## config.mk

```make
export PLATFORM = sky130hd
export DESIGN_NAME = seg7_scan_driver
export DESIGN_NICKNAME = d
export VERILOG_FILES = /design/src/rtl/seg7_pkg.sv /design/src/rtl/seg7_hex_decode.sv /design/src/rtl/seg7_scan_driver.sv
export SDC_FILE = /design/constraint.sdc
export NUM_CORES = 1
export LEC_CHECK = 0
export ABC_AREA = 1
export BUFFER_PORTS_ARGS = -buffer_cell sky130_fd_sc_hd__buf_2
export CORE_MARGIN = 4
export CORE_UTILIZATION = 54
export CTS_CLUSTER_DIAMETER = 40
export DETAILED_ROUTE_END_ITERATION = 7
export PLACE_DENSITY_LB_ADDON = 0.15
export REMOVE_ABC_BUFFERS = 1
export SLEW_MARGIN = 5
export SYNTH_ARGS = -nofsm -noshare
export SYNTH_HDL_FRONTEND = slang
export SYNTH_SLANG_ARGS = --single-unit
```

## constraint.sdc

```tcl
create_clock -name clk -period 2.95 [get_ports clk]
set_input_delay 0 -clock clk [delete_from_list [all_inputs] [get_ports clk]]
set_output_delay 0 -clock clk [all_outputs]
set_load 0.05 [all_outputs]
```

## src/rtl/seg7_pkg.sv

```systemverilog
// Shared types and constants for the seven-segment scan driver.
// Latency: n/a (constants only); backpressure: none.
package seg7_pkg;

  typedef logic [3:0] digit_t;

  // Lit-high patterns {g,f,e,d,c,b,a}; entry 15 sits in the top slice
  localparam logic [6:0] SEG_OFF = 7'h00;
  localparam logic [15:0][6:0] SEG_TABLE = {
    7'h71, 7'h79, 7'h5E, 7'h39, 7'h7C, 7'h77, 7'h67, 7'h7F,
    7'h07, 7'h7D, 7'h6D, 7'h66, 7'h4F, 7'h5B, 7'h06, 7'h3F
  };

endpackage

```

## src/rtl/seg7_hex_decode.sv

```systemverilog
// Hex nibble to lit-high seven-segment pattern.
// Latency: combinational; backpressure: none.
module seg7_hex_decode
  import seg7_pkg::*;
(
  input  digit_t      nib_i,
  output logic [6:0]  seg_o
);

  assign seg_o = SEG_TABLE[nib_i];

endmodule

```

## src/rtl/seg7_scan_driver.sv

```systemverilog
// Time-multiplexed seven-segment driver; frame-synchronous value updates, optional SEG7_LZB_EN blanking.
// Latency: 1 cycle from index/display/blank to pins; backpressure: none, load is a strobe.
module seg7_scan_driver
  import seg7_pkg::*;
#(
  parameter int NUM_DIGITS = 4,
  parameter int SCAN_DIV   = 50000,
  parameter bit ACTIVE_LOW = 1'b1
) (
  input  logic                    clk,
  input  logic                    rst,
  input  logic                    load,
  input  logic [4*NUM_DIGITS-1:0] value,
  input  logic [NUM_DIGITS-1:0]   dp_in,
  input  logic                    blank,
  output logic [6:0]              seg,
  output logic                    seg_dp,
  output logic [NUM_DIGITS-1:0]   an,
  output logic                    frame_done
);

  localparam int IDX_W = (NUM_DIGITS > 1) ? $clog2(NUM_DIGITS) : 1;
  localparam int CNT_W = (SCAN_DIV > 1) ? $clog2(SCAN_DIV) : 1;
  localparam logic [IDX_W-1:0] IDX_LAST = IDX_W'(NUM_DIGITS - 1);
  localparam logic [CNT_W-1:0] CNT_LAST = CNT_W'(SCAN_DIV - 1);
  localparam logic [6:0] SEG_PIN_OFF = ACTIVE_LOW ? ~SEG_OFF : SEG_OFF;
  localparam logic [NUM_DIGITS-1:0] AN_PIN_OFF = ACTIVE_LOW ? {NUM_DIGITS{1'b1}} : {NUM_DIGITS{1'b0}};

  logic [CNT_W-1:0]        cnt_q, cnt_d;
  logic [IDX_W-1:0]        idx_q, idx_d;
  logic [4*NUM_DIGITS-1:0] shadow_q, shadow_d, disp_q, disp_d;
  logic [NUM_DIGITS-1:0]   shadow_dp_q, shadow_dp_d, disp_dp_q, disp_dp_d;
  logic                    pending_q, pending_d;
  logic [6:0]              seg_q, seg_d;
  logic                    seg_dp_q, seg_dp_d;
  logic [NUM_DIGITS-1:0]   an_q, an_d;
  logic                    frame_done_q;

  logic                    tick, boundary;
  digit_t                  cur_nib;
  logic                    cur_dp, cur_lz, digit_off;
  logic [NUM_DIGITS-1:0]   lead_zero;
  logic [6:0]              dec_seg, seg_lit;
  logic                    dp_lit;
  logic [NUM_DIGITS-1:0]   an_lit;

  assign tick     = (cnt_q == CNT_LAST);
  assign boundary = tick && (idx_q == IDX_LAST);

`ifdef SEG7_LZB_EN
  logic lz_run;
  // A digit is blanked only if it and every digit above it is an undotted zero
  always_comb begin
    lead_zero = '0;
    lz_run    = 1'b1;
    for (int i = NUM_DIGITS - 1; i >= 0; i--) begin
      lz_run       = lz_run && (disp_q[4*i +: 4] == 4'h0) && !disp_dp_q[i];
      lead_zero[i] = lz_run;
    end
    lead_zero[0] = 1'b0;
  end
`else
  assign lead_zero = '0;
`endif

  always_comb begin
    cur_nib = '0;
    cur_dp  = 1'b0;
    cur_lz  = 1'b0;
    for (int i = 0; i < NUM_DIGITS; i++) begin
      if (idx_q == IDX_W'(i)) begin
        cur_nib = disp_q[4*i +: 4];
        cur_dp  = disp_dp_q[i];
        cur_lz  = lead_zero[i];
      end
    end
  end

  seg7_hex_decode u_dec (
    .nib_i (cur_nib),
    .seg_o (dec_seg)
  );

  // Blanked digits keep their anode pulse so scan timing never changes
  always_comb begin
    digit_off = blank | cur_lz;
    seg_lit   = digit_off ? SEG_OFF : dec_seg;
    dp_lit    = ~digit_off & cur_dp;
    an_lit    = blank ? '0 : (NUM_DIGITS'(1) << idx_q);
    seg_d     = ACTIVE_LOW ? ~seg_lit : seg_lit;
    seg_dp_d  = ACTIVE_LOW ? ~dp_lit  : dp_lit;
    an_d      = ACTIVE_LOW ? ~an_lit  : an_lit;
  end

  always_comb begin
    cnt_d       = tick ? '0 : cnt_q + 1'b1;
    idx_d       = idx_q;
    shadow_d    = shadow_q;
    shadow_dp_d = shadow_dp_q;
    disp_d      = disp_q;
    disp_dp_d   = disp_dp_q;
    pending_d   = pending_q;
    if (tick) begin
      idx_d = (idx_q == IDX_LAST) ? '0 : idx_q + 1'b1;
    end
    if (load) begin
      shadow_d    = value;
      shadow_dp_d = dp_in;
      pending_d   = 1'b1;
    end
    // A load coinciding with the boundary bypasses the shadow
    if (boundary) begin
      if (load) begin
        disp_d    = value;
        disp_dp_d = dp_in;
        pending_d = 1'b0;
      end else if (pending_q) begin
        disp_d    = shadow_q;
        disp_dp_d = shadow_dp_q;
        pending_d = 1'b0;
      end
    end
  end

  always_ff @(posedge clk) begin
    if (rst) begin
      cnt_q        <= '0;
      idx_q        <= '0;
      shadow_q     <= '0;
      shadow_dp_q  <= '0;
      disp_q       <= '0;
      disp_dp_q    <= '0;
      pending_q    <= 1'b0;
      seg_q        <= SEG_PIN_OFF;
      seg_dp_q     <= ACTIVE_LOW;
      an_q         <= AN_PIN_OFF;
      frame_done_q <= 1'b0;
    end else begin
      cnt_q        <= cnt_d;
      idx_q        <= idx_d;
      shadow_q     <= shadow_d;
      shadow_dp_q  <= shadow_dp_d;
      disp_q       <= disp_d;
      disp_dp_q    <= disp_dp_d;
      pending_q    <= pending_d;
      seg_q        <= seg_d;
      seg_dp_q     <= seg_dp_d;
      an_q         <= an_d;
      frame_done_q <= boundary;
    end
  end

  assign seg        = seg_q;
  assign seg_dp     = seg_dp_q;
  assign an         = an_q;
  assign frame_done = frame_done_q;

endmodule

```

# [After elaboration in Yosys (flattened, before gate mapping)]
# Memories as Yosys holds them, arrays and structs flattened.
# Index checks and enable logic that the tools add are counted.
[op_classes] reduce_logical=5 n_shift=1 bitwise_logic=5 n_addsub=2 mux=20 eq_ne=4 n_lt_le_gt_ge=1
[ops] cell="2-to-1 mux 16 bit" n=2
[ops] cell="2-to-1 mux 4 bit" n=7
[ops] cell="adder 16 x 1 -> 16 bit (second input constant)" n=1
[ops] cell="== test 16 bit (second input constant)" n=1
[ops] cell="2-to-1 mux 7 bit" n=2
[ops] cell="2-to-1 mux 1 bit" n=8
[ops] cell="NOT 7 bit" n=1
[ops] cell="less-than comparator 4 x 5 -> 1 bit (second input constant)" n=1
[ops] cell="== test 2 bit (second input constant)" n=2
[ops] cell="NOT 4 bit" n=1
[ops] cell="left shift 1 x 2 -> 4 bit (first input constant)" n=1
[ops] cell="adder 2 x 1 -> 2 bit (second input constant)" n=1
[ops] cell="== test 2 x 1 -> 1 bit (second input constant)" n=1
[ops] cell="zero test 2 bit" n=1
[ops] cell="2-to-1 mux 2 bit" n=1
[ops] cell="NOT 1 bit" n=2
[ops] cell="AND reduction 2 bit" n=1
[ops] cell="nonzero test 2 bit" n=1
[ops] cell="OR reduction 2 bit" n=1
[ops] cell="bitwise AND 1 bit" n=1
[ops] cell="logical AND 1 bit" n=1
[totals] output_inout_bits=13 inputBits=24 mem_bits_ro=112 word_cells=50 ff_bits=72 mem_count=1
[mem_list] name="(no name shown)" words=16 word_bits=7 rd=1 rd_clocked_by_memory_dff=0 write_ports=0 line="seg7_hex_decode.sv:10" text="assign seg_o = SEG_TABLE[nib_i];"

# [Depth between registers and ports, before layout]
[depth] depth_word=9 ltp_mapped=14 mapped_depth_nobuf=14

# [By module]
# Synthesis repeated with hierarchy kept, for this count alone.
[hier_totals] cells_unflattened=443 area_unflattened_um2=3246.9
[by_module_without_submodules] module="seg7_scan_driver" instances=1 cells_each=390 area_each_um2=2974.1 seq_area_each_um2=1441.4
[by_module_without_submodules] module="seg7_hex_decode" instances=1 cells_each=53 area_each_um2=272.8 seq_area_each_um2=0.0

# [Worst setup path before layout]
# No wires, ideal clock.
[synth_path] path_kind="register to register" from="reg idx_q[0]" to="reg seg_q[3], in the netlist seg[3]" path_stages_with_launch=12 t_arrival_ns=1.985 slack_ns=0.824 path_buffers=1 path_cell_list="dfxtp_1 inv_1 ha_1 buf_2 a21oi_1 nand2_1 a21boi_0 inv_1 ha_1 nand3_1 nand3_1 nand3_1"
[synth_via] elab_chain_cells=9 elab_cells_between_ends=12 classes_between="3 x eq/ne; 6 x mux; 1 x bitwise; 1 x reduce/logical; 1 x memory"
[synth_rtl] item="start: declaration" line="seg7_scan_driver.sv:30" text="logic [IDX_W-1:0] idx_q, idx_d;"
[synth_rtl] item="start signal: assignment" line="seg7_scan_driver.sv:140" text="idx_q <= idx_d;"
[synth_rtl] item="zero test 2 bit" line="seg7_scan_driver.sv:71" text="if (idx_q == IDX_W'(i)) begin"
[synth_rtl] item="2-to-1 mux 4 bit (3 in series)" line="seg7_scan_driver.sv:71"
[synth_rtl] item="2-to-1 mux 4 bit *" line="seg7_scan_driver.sv:71"
[synth_rtl] item="memory read (16 x 7 bit) *"
[synth_rtl] item="2-to-1 mux 7 bit (implied by the code) *" line="seg7_hex_decode.sv:10"
[synth_rtl] item="2-to-1 mux 7 bit *" line="seg7_scan_driver.sv:87" text="seg_lit = digit_off ? SEG_OFF : dec_seg;"
[synth_rtl] item="NOT 7 bit *" line="seg7_scan_driver.sv:90" text="seg_d = ACTIVE_LOW ? ~seg_lit : seg_lit;"
[synth_rtl] item="end signal: assignment" line="seg7_scan_driver.sv:146" text="seg_q <= seg_d;"
[synth_rtl] item="end: declaration" line="seg7_scan_driver.sv:34" text="logic [6:0] seg_q, seg_d;"
# Mark *: on every way between the ends. The rest lies on a longest branch, timed or not. The select of a mux whose other input is x is not followed.
# A chain may end at the register's enable or synchronous reset.

# [Worst setup path in the final report]
[layout_path] from="reg idx_q[0]" to="reg seg_q[4], in the netlist seg[4]"
# The elaborated chain is that of the path after synthesis.

==> summary.txt <==
DP Wirelength: 4480 um
Via density: 5.08
Least-Margin Pin Slew: 0.817 ns
Dominant cells by area after synthesis: dfxtp_1 45%, nand2_1 16%, a21oi_1 8.9%, nand4_1 4.7%, ha_1 4.3%
Final Max Slew Viols: 0
Worst Hold Class: in2reg
Die H: 84.9 um
Static leakage: 1.60 nW
FF/Latch Area: 1440 um2
Num Clock Sinks: 72
Synth Register Bits: 72
Clk_skew: 0.00889 ns
Ant. Diodes: 0
Area Growth Syn to Fin: 19.1%
Syn. warnings: 0
CTS buffer count: 9
Clock Latency Late Sink: 0.34 ns
Core box area: 5610 um2
Commonest cells in the synthesized netlist: 134 x nand2_1, 72 x dfxtp_1, 57 x a21oi_1
Drt pass-1 iters: 4
Average size of a mapped cell: 7.28 um2
GRT overflow: 0
Worst Path Max Fanout: 17
Reg clk slew, reported paths: 0.08 ns
Max cap viols: 0
Multi-input logic area: 1530 um2
Unrepaired setup endpoints after global routing: no
Mapped Cells: 438
Row count: 27
Tot Pwr: 1.92 mW
Synth cell types: 27
Final hold vios: 0
Antenna violations before repair: 0
Starting Density: 56.9%
Status: finished, final reports clean
Required time of the worst setup path: 3.15 ns
Worst r2r src: idx_q[0]
Startpoint type of the worst setup path: flip-flop
Worst Setup SP: idx_q[0]
Setup violators final: 0
CP cell instances: ha_1 > inv_1 > or2_2 > nand2_1 > inv_1 > ha_1 > nand3_1 > o21ai_0 > nand2_1 > nand3_1
CTS tree: done
CP max stage delay: 0.56 ns
Die W: 84.9 um
FFs w/ async S/R, synth: 0%
Tcrit/Tclk final: 80.9%
RR Endpoint: seg[4]
EDFF count, synth: 0
Antenna viol nets, final: 0
FMAX: 0.419 GHz
Max transition margin: 45.5%
Root Driver: clkbuf_8
Worst Reg-to-Reg Cells: 10
Ports: 37
Worst endpoint data arrival time: 2.59 ns
CP Capture Type: flip-flop
Drt drc: 0
DR vias: 2873
Final GP Congestion: 0.860
Final WS setup: 0.564 ns
Routed WL: 6570 um
Max Root-Sink Buffers: 2
Global-route wire length before repair: 11700 um
Largest net degree at the start of global routing: 47
Violation count after the first detailed-routing iteration: 140
Slowest cell on the critical path: ha_1
Buffers on Ports: 36
All-Layer GR Usage: 19.5%
Top FF cell, synth: dfxtp_1
R2R setup slack: 0.56 ns
H-tree Lvls: 3
Nets@finish: 524
# resized after CTS: 0
Synth area leader: dfxtp_1
Synthesized area: 3190 um2
FILL cells: 511
Setup tns final: 0 ns
Max IR drop VDD: 0.415 mV
Yosys top cell area share: 45.2%
PwrDens: 506 nW/um2
Crit path to: seg[4]
Vias in the first global route: 2670
Setup CP Type: reg2reg
Post-layout minimum cycle time: 2.39 ns
DP Worst Slack: 0.589 ns
DR WL/cell: 11.6 um
Fraction of layout cells with a size suffix above 1: 14.4%
Seq/Total Area, Yosys: 45.2%
Most common cell in the netlist: nand2_1
Die area: 7200 um2
-- power by group --
group	internal [mW]	switching [mW]	total [mW]	leakage (nW)
clock	0.414	0.370	0.784	0.0907
sequential	0.996	0.00711	1.00	0.587
combinational	0.0524	0.0821	0.135	0.921
total	1.46	0.459	1.92	1.60
-- cell usage in the layout (no fill, tap or decap), types with 2 or more instances in the layout --
cell type	instances
inv_1	23
inv_2	10
nor3_1	5
xor2_1	4
o211ai_1	2
nand2_1	134
clkbuf_8	10
nand2_2	2
o21ai_0	9
ha_1	11
a21oi_1	57
nand3_1	26
dlygate4sd3_1	21
nor2_1	31
buf_2	36
nand4_1	24
clkinvlp_4	4
dfxtp_1	72
buf_4	3
-- worst min path at each step --
stage	cells after the start	endpoint	slack, ns	startpoint
floorplan	1	disp_dp_q[0]	0.07	rst
global placement	3	shadow_dp_q[3]	0.27	dp_in[3]
detailed placement	3	shadow_q[8]	0.28	value[8]
CTS	3	shadow_q[5]	0.11	load
global route	3	shadow_q[1]	0.14	load
finish	3	shadow_q[5]	0.12	load
-- registers in the layout (all words and copies together), names as in the netlist --
signal	cells
idx_q	2
shadow_q	16
seg_dp	1
seg	7
disp_q	16
frame_done	1
an	4
cnt_q	16
pending_q	1
shadow_dp_q	4
disp_dp_q	4
-- cell type report --
cell class	count	area share, %
multi-input combinational	313	40.2
sequential	72	37.9
timing repair buffer	60	10.9
clock inverter	6	1.81
inverter	33	3.26
clock buffer	10	3.62
tap	72	2.37
-- per-layer routing --
layer | track usage, % | part of all wire (%) | up-vias
met5 | 0 | 0 | -
met1 | 26.1 | 49 | 1258
met2 | 30.9 | 44 | 68
met3 | 3.69 | 5.0 | 12
li1 | - | - | 1535
met4 | 8.35 | 1.4 | 0
-- worst max-delay path: cells and delay by family (launching register included) --
| family | cells | cell delay [ns] |
|---|---|---|
| AOI/OAI and AO/OA | 1 | 0.11 |
| adders and majority gates | 2 | 0.78 |
| buffers and inverters | 2 | 0.26 |
| DFF | 1 | 0.39 |
| and+or+nand+nor | 5 | 0.71 |
-- metrics by stage --
stage	std cells	util [%]	instance area, um2	hold slack, ns
2_1_floorplan	418	-	3090	0.0691
3_3_place_gp	529	60.4	3380	0.273
3_5_place_dp	529	60.4	3380	0.281
4_1_cts	566	67.8	3800	0.114
5_1_grt	566	67.8	3800	0.143
6_report	566	67.8	3800	0.124
-- timing repair --
action	4_1_cts	5_1_grt
endpoints found under the hold margin	23	0
buffers inserted	0	0
hold buffers	21	0
-- cells by family after synthesis --
kind of cell               share of synthesized area, %
and+or+nand+nor                                    31.1
xor gates and xnor gates                           1.10
DFF                                                45.2
AOI/OAI and AO/OA                                  11.3
adders and majority gates                          4.31
buffers and inverters                              6.98
Power figures use the tool's default switching activity.
